--- src/rtl/execute_pkg.sv ---
// Shared encodings for the pipelined execute unit: opselect classes,
// arithmetic/shift operation codes and control_in field positions.
package execute_pkg;

  typedef enum logic [2:0] {
    SHIFT  = 3'b000,
    ARITH  = 3'b001,
    MEM_WR = 3'b100,
    MEM_RD = 3'b101
  } opselect_e;

  typedef enum logic [2:0] {
    ALU_ADD  = 3'd0,
    ALU_HADD = 3'd1,
    ALU_SUB  = 3'd2,
    ALU_NOT  = 3'd3,
    ALU_AND  = 3'd4,
    ALU_OR   = 3'd5,
    ALU_XOR  = 3'd6,
    ALU_LHG  = 3'd7
  } arith_op_e;

  typedef enum logic [2:0] {
    SH_SHL = 3'd0,
    SH_SHR = 3'd1,
    SH_SRA = 3'd2,
    SH_ROL = 3'd3
  } shift_op_e;

  localparam int CTRL_OPSEL_LSB = 0;
  localparam int CTRL_OPSEL_MSB = 2;
  localparam int CTRL_OP_LSB    = 3;
  localparam int CTRL_OP_MSB    = 5;
  localparam int CTRL_IMM_SEL   = 6;

endpackage

--- src/rtl/execute_alu.sv ---
// Combinational arithmetic/shift datapath fed by the stage-1 decode registers.
// Optional overflow output exists only when EXECUTE_PIPE_FLAGS_EN is defined.
module execute_alu
  import execute_pkg::*;
#(
  parameter int WIDTH   = 16,
  parameter int SHAMT_W = $clog2(WIDTH)
) (
  input  logic [WIDTH-1:0]   aluin1,
  input  logic [WIDTH-1:0]   aluin2,
  input  logic [2:0]         operation,
  input  logic [SHAMT_W-1:0] shift_number,
  input  logic               enable_arith,
  input  logic               enable_shift,
`ifdef EXECUTE_PIPE_FLAGS_EN
  output logic               overflow,
`endif
  output logic [WIDTH-1:0]   result,
  output logic               carry
);

  localparam int HALF = WIDTH / 2;

  logic [WIDTH:0]       sum_full;
  logic [WIDTH:0]       diff_full;
  logic [HALF:0]        sum_half;
  logic [2*WIDTH-1:0]   rot_full;

  assign sum_full  = {1'b0, aluin1} + {1'b0, aluin2};
  assign diff_full = {1'b0, aluin1} - {1'b0, aluin2};
  assign sum_half  = {1'b0, aluin1[HALF-1:0]} + {1'b0, aluin2[HALF-1:0]};
  // Shifting a doubled copy leaves the rotated word in the upper half.
  assign rot_full  = {aluin1, aluin1} << shift_number;

  always_comb begin
    result = '0;
    carry  = 1'b0;
    if (enable_arith) begin
      case (operation)
        ALU_ADD:  begin result = sum_full[WIDTH-1:0];  carry = sum_full[WIDTH]; end
        ALU_HADD: begin result = {{(WIDTH-HALF){1'b0}}, sum_half[HALF-1:0]}; carry = sum_half[HALF]; end
        ALU_SUB:  begin result = diff_full[WIDTH-1:0]; carry = diff_full[WIDTH]; end
        ALU_NOT:  result = ~aluin2;
        ALU_AND:  result = aluin1 & aluin2;
        ALU_OR:   result = aluin1 | aluin2;
        ALU_XOR:  result = aluin1 ^ aluin2;
        ALU_LHG:  result = {aluin2[HALF-1:0], {HALF{1'b0}}};
        default:  result = '0;
      endcase
    end else if (enable_shift) begin
      case (operation)
        SH_SHL:  result = aluin1 << shift_number;
        SH_SHR:  result = aluin1 >> shift_number;
        SH_SRA:  result = $signed(aluin1) >>> shift_number;
        SH_ROL:  result = rot_full[2*WIDTH-1:WIDTH];
        default: result = '0;
      endcase
    end
  end

`ifdef EXECUTE_PIPE_FLAGS_EN
  // Signed overflow: operand signs force the result sign, which disagrees.
  assign overflow = enable_arith &&
      (((operation == ALU_ADD) && (aluin1[WIDTH-1] == aluin2[WIDTH-1]) &&
        (sum_full[WIDTH-1] != aluin1[WIDTH-1])) ||
       ((operation == ALU_SUB) && (aluin1[WIDTH-1] != aluin2[WIDTH-1]) &&
        (diff_full[WIDTH-1] != aluin1[WIDTH-1])));
`endif

endmodule

--- src/rtl/execute_pipe.sv ---
// Two-stage execute unit with valid/ready handshakes: stage 1 decodes, stage 2 computes.
// Define EXECUTE_PIPE_FLAGS_EN to add the registered zero/negative/overflow outputs.
module execute_pipe
  import execute_pkg::*;
#(
  parameter int WIDTH   = 16,
  parameter int SHAMT_W = $clog2(WIDTH)
) (
  input  logic               clock,
  input  logic               reset,
  input  logic               enable_ex,
  input  logic               in_valid,
  output logic               in_ready,
  input  logic [WIDTH-1:0]   src1,
  input  logic [WIDTH-1:0]   src2,
  input  logic [WIDTH-1:0]   imm,
  input  logic [6:0]         control_in,
  input  logic [WIDTH-1:0]   mem_data_read_in,
  output logic               out_valid,
  input  logic               out_ready,
  output logic [WIDTH-1:0]   aluout,
  output logic               carry,
  output logic [WIDTH-1:0]   mem_data_write_out,
  output logic               mem_write_en,
`ifdef EXECUTE_PIPE_FLAGS_EN
  output logic               zero,
  output logic               negative,
  output logic               overflow,
`endif
  output logic [WIDTH-1:0]   aluin1,
  output logic [WIDTH-1:0]   aluin2,
  output logic [2:0]         opselect,
  output logic [2:0]         operation,
  output logic [SHAMT_W-1:0] shift_number,
  output logic               enable_shift,
  output logic               enable_arith
);

  logic             s1_valid_reg;
  logic [WIDTH-1:0] s1_src2_reg;
  logic [WIDTH-1:0] s1_imm_reg;

  logic             s2_free;
  logic             accept;
  logic             s1_move;
  logic [WIDTH-1:0] aluin2_next;
  logic [2:0]       opselect_next;

  logic [WIDTH-1:0] alu_result;
  logic             alu_carry;
  logic [WIDTH-1:0] result_next;
  logic             store_next;
`ifdef EXECUTE_PIPE_FLAGS_EN
  logic             alu_overflow;
`endif

  assign s2_free  = !out_valid || out_ready;
  assign in_ready = !reset && enable_ex && (!s1_valid_reg || s2_free);
  assign accept   = in_valid && in_ready;
  assign s1_move  = enable_ex && s1_valid_reg && s2_free;

  assign aluin2_next   = control_in[CTRL_IMM_SEL] ? imm : src2;
  assign opselect_next = control_in[CTRL_OPSEL_MSB:CTRL_OPSEL_LSB];

  execute_alu #(
    .WIDTH   (WIDTH),
    .SHAMT_W (SHAMT_W)
  ) u_alu (
    .aluin1       (aluin1),
    .aluin2       (aluin2),
    .operation    (operation),
    .shift_number (shift_number),
    .enable_arith (enable_arith),
    .enable_shift (enable_shift),
`ifdef EXECUTE_PIPE_FLAGS_EN
    .overflow     (alu_overflow),
`endif
    .result       (alu_result),
    .carry        (alu_carry)
  );

  // Memory classes bypass the ALU; unlisted opselects fall through as zero.
  always_comb begin
    result_next = alu_result;
    store_next  = 1'b0;
    if (opselect == MEM_WR) begin
      result_next = aluin1 + s1_imm_reg;
      store_next  = 1'b1;
    end else if (opselect == MEM_RD) begin
      result_next = mem_data_read_in;
    end
  end

  always_ff @(posedge clock) begin
    if (reset) begin
      s1_valid_reg       <= 1'b0;
      s1_src2_reg        <= '0;
      s1_imm_reg         <= '0;
      aluin1             <= '0;
      aluin2             <= '0;
      opselect           <= '0;
      operation          <= '0;
      shift_number       <= '0;
      enable_shift       <= 1'b0;
      enable_arith       <= 1'b0;
      out_valid          <= 1'b0;
      aluout             <= '0;
      carry              <= 1'b0;
      mem_data_write_out <= '0;
      mem_write_en       <= 1'b0;
`ifdef EXECUTE_PIPE_FLAGS_EN
      zero               <= 1'b0;
      negative           <= 1'b0;
      overflow           <= 1'b0;
`endif
    end else begin
      if (accept) begin
        s1_valid_reg <= 1'b1;
        s1_src2_reg  <= src2;
        s1_imm_reg   <= imm;
        aluin1       <= src1;
        aluin2       <= aluin2_next;
        opselect     <= opselect_next;
        operation    <= control_in[CTRL_OP_MSB:CTRL_OP_LSB];
        shift_number <= aluin2_next[SHAMT_W-1:0];
        enable_arith <= (opselect_next == ARITH);
        enable_shift <= (opselect_next == SHIFT);
      end else if (s1_move) begin
        s1_valid_reg <= 1'b0;
      end

      // A downstream handshake retires the result even while enable_ex is low.
      if (s1_move) begin
        out_valid          <= 1'b1;
        aluout             <= result_next;
        carry              <= alu_carry;
        mem_data_write_out <= s1_src2_reg;
        mem_write_en       <= store_next;
`ifdef EXECUTE_PIPE_FLAGS_EN
        zero               <= (result_next == '0);
        negative           <= result_next[WIDTH-1];
        overflow           <= alu_overflow;
`endif
      end else if (out_valid && out_ready) begin
        out_valid    <= 1'b0;
        mem_write_en <= 1'b0;
      end
    end
  end

endmodule

--- config.mk ---
export PLATFORM = sky130hd
export DESIGN_NAME = execute_pipe
export DESIGN_NICKNAME = d
export VERILOG_FILES = /design/src/rtl/execute_pkg.sv /design/src/rtl/execute_alu.sv /design/src/rtl/execute_pipe.sv
export SDC_FILE = /design/constraint.sdc
export NUM_CORES = 1
export LEC_CHECK = 0
export BUFFER_PORTS_ARGS = -buffer_cell sky130_fd_sc_hd__buf_2
export CAP_MARGIN = 20
export CELL_PAD_IN_SITES_DETAIL_PLACEMENT = 0
export CELL_PAD_IN_SITES_GLOBAL_PLACEMENT = 1
export CORE_ASPECT_RATIO = 1.2
export CORE_MARGIN = 2
export CORE_UTILIZATION = 39
export CTS_CLUSTER_DIAMETER = 120
export DETAILED_ROUTE_END_ITERATION = 12
export MAX_ROUTING_LAYER = met4
export PLACE_DENSITY = 0.88
export SKIP_LAST_GASP = 1
export SLEW_MARGIN = 10
export SYNTH_ARGS = -nofsm -noshare
export SYNTH_HDL_FRONTEND = slang
export SYNTH_SLANG_ARGS = --single-unit
--- constraint.sdc ---
create_clock -name clock -period 3.2 [get_ports clock]
set_input_delay 0.32 -clock clock [delete_from_list [all_inputs] [get_ports clock]]
set_output_delay 0.32 -clock clock [all_outputs]
set_load 0.03 [all_outputs]
**Yosys cells after proc, flatten, opt, wreduce, memory -nomap -nowiden**

Index checks and enable logic that the tools add are counted.

- Input port bits: 76
- Logic and storage cells: 67
- Output and inout port bits: 80
- Register bits after elaboration: 112

- Reduce and logical (&&, ||, !) cells: 15
- Eq/ne operators: 10
- Muxes and demuxes: 15
- Add/sub/neg operators: 4
- Bitwise operators: 4
- Shifts and indexed selects: 4

Operator list:

| cell | count |
|---|---|
| one-hot mux 16 bit (8 select lines) | 1 |
| 2-to-1 mux 16 bit | 5 |
| one-hot mux 16 bit (4 select lines) | 1 |
| << shifter 32 x 4 -> 32 bit | 1 |
| equality test 3 bit (second input constant) | 6 |
| adder 16 x 16 -> 17 bit | 1 |
| subtractor 16 x 16 -> 17 bit | 1 |
| adder 16 bit | 1 |
| bitwise AND 16 bit | 1 |
| inverter 16 bit | 1 |
| bitwise OR 16 bit | 1 |
| << shifter 16 x 4 -> 16 bit | 1 |
| right shift 16 x 4 -> 16 bit | 1 |
| >>> shifter 16 x 4 -> 16 bit | 1 |
| bitwise XOR 16 bit | 1 |
| adder 8 x 8 -> 9 bit | 1 |
| 2-to-1 mux 1 bit | 7 |
| equality test 3 x 1 -> 1 bit (second input constant) | 2 |
| equality test 3 x 2 -> 1 bit (second input constant) | 2 |
| logical AND 1 bit | 6 |
| zero test 3 bit | 2 |
| nonzero test 2 bit | 2 |
| zero test 1 bit | 3 |
| one-hot mux 1 bit (3 select lines) | 1 |
| logical OR 1 bit | 2 |

**Depth between registers and ports, before layout**

Gate-level depths: netlist of run 1.

- Depth after elaboration: 6
- Gate-level depth with buffers: 14
- Depth with buffers taken out: 12

**Cells and area by module**

Synthesis of run 1 repeated with hierarchy kept, for this count alone.

- Cells, all modules: 1299
- Area total of the unflattened synthesis: 9862.0 um2

By module, submodules not included:

| module | cells each | area each (um2) | sequential area each (um2) | times used |
|---|---|---|---|---|
| execute_pipe | 626 | 5208.7 | 2162.1 | 1 |
| execute_alu | 673 | 4653.2 | 0.0 | 1 |

**Least setup slack after synthesis of run 1**

OpenSTA, ideal clock, no wires.

- Path type: register to register
- Start: register aluin2[2]
- End: register aluout[14]
- Setup time: 0.133 ns
- Slack: -0.039 ns
- Period minus slack after synthesis: 3.239 ns
- Cell stages (with the launch flop): 14
- Required time: 3.067 ns
- Buffers on the path: 3
- Arrival: 3.106 ns
- Path through: dfxtp_1 > inv_1 > buf_2 > clkbuf_1 > ha_1 > buf_2 > a21oi_2 > o2111ai_2 > a21oi_1 > o311ai_2 > mux2_2 > o21ai_0 > a311o_1 > a31oi_1

- Word-level cells in the longest chain between the ends: 5
- Elaborated cells between the ends (all ways): 6
- Those cells by class: add/sub: 2; mux: 4

RTL lines:

| element | RTL line | source |
|---|---|---|
| start, declared | execute_pipe.sv:31 | `output logic [WIDTH-1:0] aluin2,` |
| start signal, assigned | execute_pipe.sv:122 | `aluin2 <= aluin2_next;` |
| subtractor 16 x 16 -> 17 bit / adder 16 x 16 -> 17 bit (equally long branches) | execute_alu.sv:30, execute_alu.sv:29 |  |
| one-hot mux 16 bit (8 select lines) (*) | execute_alu.sv:39 | `case (operation)` |
| 2-to-1 mux 16 bit (*) | execute_alu.sv:38 | `if (enable_arith) begin` |
| 2-to-1 mux 16 bit (*) | execute_pipe.sv:89 | `end else if (opselect == MEM_RD) begin` |
| 2-to-1 mux 16 bit (*) | execute_pipe.sv:86 | `if (opselect == MEM_WR) begin` |
| end signal, assigned | execute_pipe.sv:135 | `aluout <= result_next;` |
| end, declared | execute_pipe.sv:21 | `output logic [WIDTH-1:0] aluout,` |

Every way passes the cells marked *; elsewhere a longest branch is shown, timed or not.
A chain may end at the register's enable or synchronous reset.

**Final worst setup path of run 1**

- Start: register aluin1[0]
- End: register aluout[4]

- Word-level cells in the longest chain between the ends: 6
- Elaborated cells between the ends (all ways): 14
- Those cells by class: add/sub: 4; shift: 4; mux: 6

RTL lines:

| element | RTL line | source |
|---|---|---|
| start, declared | execute_pipe.sv:30 | `output logic [WIDTH-1:0] aluin1,` |
| start signal, assigned | execute_pipe.sv:121 | `aluin1 <= src1;` |
| branches (longest 5 deep; another with subtractor 16 x 16 -> 17 bit) | -- |  |
| 2-to-1 mux 16 bit (*) | execute_pipe.sv:86 |  |

Mark *: on every way between the ends.

==> key figures, run 1 <==
STA
  • Fmax: 305 MHz
  • Setup Viol. Count Final: 1
  • RSZ-0062 raised after global routing: true
  • Fin worst setup slack: -74.4 ps
  • Rel. slew slack: 39.2%
  • Final Critical Period: 3270 ps
  • Worst-Margin Slew: 912 ps
  • Setup TNS Final: -74.4 ps
  • Hold slack final: 132 ps
  • Count of pins over their slew limit: 0
  • Final hold violations: 0
  • Final period utilization: 102%
  • Max Clock Skew: 17.3 ps

Detailed routing
  • First-pass DRT Iterations: 5
  • Via count: 11000
  • Final wirelength: 43.7 mm
  • Routed len/inst: 24.8 um
  • Post-route ant nets: 0
  • Post-route DRC: 0
  • Via/cell ratio: 6.25
  • Initial DRC count: 1078

Synthesis
  • Syn_area_per_cell: 7.66 um2
  • Post-synth EDFFs: 0
  • Synth cell count leaders: 213 x nand2_1, 108 x dfxtp_1, 88 x o21ai_0
  • Cell type with the largest total area after synthesis: dfxtp_1
  • Flops & latches, synth: 108
  • Post-synth top area share: 22.3%
  • Top FF cell, synth: dfxtp_1
  • Async SR Flop Fraction: 0%
  • Seq/Total Area, Yosys: 22.3%
  • Distinct cell type count after synthesis: 92
  • Synth top area cells: dfxtp_1 22%, ha_1 8.2%, nand2_1 8.2%
  • Syn Nets: 1411
  • Area of the mapped netlist: 0.00972 mm2
  • Cells after Synth: 1268
  • YS warnings: 0
  • Most frequent cell after synthesis: nand2_1

Flow run
  • Max cap viols: 0

Pwr
  • Net Sw Frac: 39.2%
  • P_leak: 4.78 nW
  • Combinational fraction of design power: 34.4%
  • Power per cell area: 351 mW/mm2
  • VDD IR-drop max: 260 uV
  • Clock power frac: 29.6%
  • Net Sw Power: 0.00160 W
  • Seq pwr share: 36.1%
  • Int Pwr: 0.00247 W

Worst setup path
  • Reg2reg path depth: 12
  • Req. time, crit path: 3470 ps
  • Crit start category: flip-flop
  • Crit path DAT: 3540 ps
  • Worst Path Class, Setup: reg2reg
  • CP endpoint kind: flip-flop
  • Crit Path Max Fanout: 3

Hold path
  • Hold Crit Depth: 3
  • Hold Path Class: in2reg

Global route
  • Antenna violations before repair: 0
  • Largest net degree at the start of global routing: 117
  • Remaining Overflow, GRT: 0
  • Vias in the first global route: 10400
  • First-pass GRT wire length: 64.9 mm
  • GR Util All Layers: 33.6%

Clock network
  • CTS tree: done
  • Clk root buf: clkbuf_16
  • CTS Buf Count: 9
  • Clk slew on worst S/H paths: 100 ps
  • Max Root-Sink Buffers: 2
  • Post-CTS setup repair buffer count: 0
  • Worst-skew pair later-pin latency: 380 ps
  • Depth of the CTS H-tree: 3
  • CTS sink cnt: 108

Place
  • Place WS: -40.9 ps
  • Dpl cells: 1746
  • GPL Wtd Cong: 1.10
  • Detailed Place HPWL: 33.7 mm
  • Number of port buffers: 155

Floorplan
  • Row count: 63
  • Total I/O pin count: 156
  • Core area: 0.0246 mm2
  • Initial Util: 39.5%
  • Die X: 148 um
  • Die height: 177 um
  • Die area: 0.0262 mm2

Final layout
  • Share of layout cells above drive strength 1: 23.8%
  • Fillers: 2530
  • Fin cells: 1762
  • N_diodes: 0
  • Final net count: 1575
  • Final Util: 47.1%
  • Synth-to-layout area growth: 19.3%

Outcome
  • Violated checks: negative setup slack
  • Status: complete, but fails checks
==> what timing repair did <==
item | 4_1_cts | 5_1_grt
pin swaps | 2 | 2
resized for setup | 3 | 10
setup endpoints to repair | 2 | 8
hold buffers | 0 | 0
==> layout by cell type (no fill, tap or decap), types with 11 or more instances in the layout <==
master and count:
a211oi_1 37, o221ai_1 11, nor2_1 77, ha_1 64, dfxtp_1 105, nor3_1 23
o21ai_0 87, o22ai_1 14, nand2b_1 13, nor2b_1 12, mux2i_1 51, nand3_1 21
nand2_1 213, buf_4 99, buf_2 155, o31ai_1 29, o21ai_1 16, mux4_2 15
a21oi_1 82, inv_1 52
==> power groups by stage <==
stage | Combinational [W] | Clock [W] | Sequential, W
after floorplan | 0.000773 | 0 | 0.00155
after global placement | 0.00135 | 0 | 0.00150
after detailed placement | 0.00134 | 0 | 0.00150
after CTS | 0.00135 | 0.00121 | 0.00147
after global routing | 0.00148 | 0.00125 | 0.00147
final | 0.00140 | 0.00120 | 0.00147
==> worst max-delay path, cell delays in order (launching register included) <==
cell,delay [ps]
dfxtp_1,370
inv_1,90
ha_1,230
inv_1,70
fa_1,210
nor2b_4,190
o21ai_1,70
nor2b_2,160
a221o_1,330
a222oi_1,790
o221a_1,390
o31ai_1,90
and2_1,170
==> kinds of logic (layout without fill, tap and decap cells) <==
logic type | count (synthesis) | count (layout) | share of synthesized area, %
AOI/OAI and AO/OA | 416 | 416 | 29.3
buffers and inverters | 163 | 332 | 7.57
DFF | 108 | 108 | 22.3
xor gates and xnor gates | 17 | 17 | 1.61
adders and majority gates | 67 | 67 | 8.86
muxes | 86 | 86 | 11.6
and+or+nand+nor | 411 | 411 | 18.8
==> cell type report <==
type / count / area [um2] / share of cell area (%)
flip-flops and latches: 108 / 2170 / 18.7
inverters: 56 / 210 / 1.81
clock buffers: 9 / 225 / 1.94
multi-input cells: 997 / 6870 / 59.3
well taps: 325 / 407 / 3.51
repair buffers: 260 / 1630 / 14.1
clock inverters: 7 / 80.1 / 0.691
==> metal layers <==
layer  track usage, %  vias up  part of all wire [%]
met5                -        -                     0
met4             21.5        0                   7.6
met3             4.33      188                   8.0
met2             52.6      663                    45
met1             40.8     5191                    39
li1                 -     4966                     -
==> final timing paths <==
check	start	endpoint	slack, ps
max	aluin1[0]$_SDFFE_PP0P_	aluout[4]$_SDFFE_PP0P_	-70
min	src1[5]	aluin1[5]$_SDFFE_PP0P_	130
max reg2reg	aluin1[0]$_SDFFE_PP0P_	aluout[4]$_SDFFE_PP0P_	-70
min reg2reg	mem_data_write_out[13]$_SDFFE_PP0P_	mem_data_write_out[13]$_SDFFE_PP0P_	450
==> through the flow <==
stage	area, um2	total power [W]
after global placement	11200	0.00285
after CTS	11500	0.00403
after floorplan	9720	0.00232
after detailed placement	11200	0.00284
after global routing	11600	0.00421
final	11600	0.00407
Power figures use the tool's default switching activity.
==> run 2: changes to the inputs <==
- BUFFER_PORTS_ARGS: -buffer_cell sky130_fd_sc_hd__buf_2 -> -buffer_cell sky130_fd_sc_hd__clkbuf_2
==> key figures, run 2 (synthesis gave the netlist of run 1 again) <==
Outcome
  • Status: finished, final reports clean (was complete, but fails checks)

Detailed routing
  • Top sig layer: met4 (unchanged)
  • Routed length on met2: 20.7 mm (was 19.8 mm)
  • Metal1 wirelength: 17.4 mm (was 17.0 mm)
  • Initial DRC count: 925 (was 1078)
  • Via count: 10700 (was 11000)
  • Post-route DRC: 0 (unchanged)
  • First-pass DRT Iterations: 5 (unchanged)
  • Via/cell ratio: 6.03 (was 6.25)
  • Final wirelength: 43.4 mm (was 43.7 mm)
  • Met3 WL: 2.68 mm (was 3.48 mm)
  • Post-route ant nets: 0 (unchanged)
  • Routed len/inst: 24.5 um (was 24.8 um)

Final layout
  • Synth-to-layout area growth: 18.9% (was 19.3%)
  • Final Util: 47.0% (was 47.1%)
  • Finished Cell Area: 0.0115 mm2 (was 0.0116 mm2)
  • Commonest non-fill, non-tap cell in the layout: nand2_1 (unchanged)
  • Most frequent cells in the layout: 213 x nand2_1, 155 x clkbuf_2, 108 x buf_4 (was 213 x nand2_1, 155 x buf_2, 105 x dfxtp_1)
  • Fillers: 2562 (was 2530)
  • Final net count: 1580 (was 1575)
  • Share of layout cells above drive strength 1: 23.6% (was 23.8%)

Worst setup path
  • Crit start category: flip-flop (unchanged)
  • Crit Path Max Fanout: 4 (was 3)
  • Setup crit start: aluin1[0]$_SDFFE_PP0P_ (unchanged)
  • Req. time, crit path: 3470 ps (about the same)
  • CP endpoint kind: flip-flop (unchanged)
  • Worst Path Class, Setup: reg2reg (unchanged)
  • Crit path DAT: 3380 ps (was 3540 ps)
  • Reg2reg start: aluin1[0]$_SDFFE_PP0P_ (unchanged)

Global route
  • Remaining Overflow, GRT: 0 (unchanged)
  • Vias in the first global route: 10300 (was 10400)
  • First-pass GRT wire length: 63.9 mm (was 64.9 mm)
  • Antenna violations before repair: 1 (was 0)
  • Largest net degree at the start of global routing: 70 (was 117)
  • GR Util All Layers: 33.4% (was 33.6%)

Flow run
  • Max cap viols: 0 (unchanged)

Hold path
  • Hold path start: src1[7] (was src1[5])
  • Hold Path Class: in2reg (unchanged)

STA
  • RSZ-0062 raised after global routing: true (unchanged)
  • Worst-Margin Slew: 941 ps (was 912 ps)
  • Final Critical Period: 3110 ps (was 3270 ps)
  • Fmax: 322 MHz (was 305 MHz)
  • Final period utilization: 97.2% (was 102%)
  • Hold slack final: 138 ps (was 132 ps)
  • Max Clock Skew: 11.4 ps (was 17.3 ps)
  • Setup Viol. Count Final: 0 (was 1)
  • Final hold violations: 0 (unchanged)
  • Rel. slew slack: 37.3% (was 39.2%)
  • Count of pins over their slew limit: 0 (unchanged)

Clock network
  • CTS sink cnt: 108 (unchanged)
  • Max Root-Sink Buffers: 2 (unchanged)
  • Worst-skew pair later-pin latency: 370 ps (was 380 ps)
  • Clk slew on worst S/H paths: 80 ps (was 100 ps)
  • CTS tree: done (unchanged)
  • Clk root buf: clkbuf_16 (unchanged)
  • CTS Buf Count: 9 (unchanged)
  • Depth of the CTS H-tree: 3 (unchanged)

Place
  • Number of port buffers: 155 (unchanged)
  • GPL Wtd Cong: 1.06 (was 1.10)
  • Dpl cell area: 0.0112 mm2 (about the same)
  • Detailed Place HPWL: 33.7 mm (about the same)

Pwr
  • P_leak: 4.72 nW (was 4.78 nW)
  • Power per cell area: 345 mW/mm2 (was 351 mW/mm2)
  • VDD IR-drop max: 350 uV (was 260 uV)

Floorplan
  • Initial Util: 39.5% (unchanged)
  • Total I/O pin count: 156 (unchanged)
  • Core area: 0.0246 mm2 (unchanged)
  • Die X: 148 um (unchanged)
  • Row count: 63 (unchanged)
  • Die height: 177 um (unchanged)
  • Die area: 0.0262 mm2 (unchanged)
==> run 2: repair_timing <==
item                       CTS  global route
cloned                       0             0
setup buffers                0             1
pin swaps                    0             1
setup endpoints to repair    2             3
hold endpoints to repair     0             0
hold buffers                 0             0
resized for setup            2             5
==> run 2: final timing paths <==
check	cells past startpoint	slack [ps]	end
max	13	90	aluout[8]$_SDFFE_PP0P_
min	3	140	aluin1[7]$_SDFFE_PP0P_
max reg2reg	13	90	aluout[8]$_SDFFE_PP0P_
min reg2reg	2	460	mem_data_write_out[7]$_SDFFE_PP0P_
==> run 2: final cells by class <==
class / instances / area, um2 / share of cell area [%]
Sequential cell: 108 / 2170 / 18.8
Tap cell: 325 / 407 / 3.52
Antenna cell: 1 / 2.50 / 0.0217
Multi-Input combinational cell: 997 / 6850 / 59.3
Timing Repair Buffer: 265 / 1630 / 14.1
Clock buffer: 12 / 256 / 2.22
Inverter: 56 / 210 / 1.82
Clock inverter: 4 / 32.5 / 0.282
==> run 2: through the flow <==
step	instances	setup WS, ps	power [W]	setup TNS (ps)
after floorplan	1268	116	0.00232	0
after global placement	1750	15.8	0.00285	0
after detailed placement	1750	2.90	0.00285	0
after CTS	1766	67.6	0.00398	0
after global routing	1768	-7.90	0.00414	-7.90
final	1768	89.9	0.00398	0
==> run 2: critical path: stages (launching register included) <==
cell	delay [ps]
dfxtp_1	350
inv_1	90
ha_1	180
inv_1	60
fa_1	410
nor2b_1	190
o2111ai_1	210
o2111ai_1	200
a31oi_1	240
xnor2_1	100
o31ai_1	420
buf_4	210
a32oi_1	90
o41ai_1	260
==> run 2: report_power, final <==
part	total [W]	internal, W	switching, W
clock network	0.00114	0.000578	0.000558
registers	0.00146	0.00140	0.0000626
logic	0.00139	0.000503	0.000883
==> run 2: per-layer routing <==
layer	track usage, %	vias to the layer above
met5	-	-
met4	19.6	0
met3	4.23	116
met2	54.7	460
met1	39.3	5109
li1	-	4981
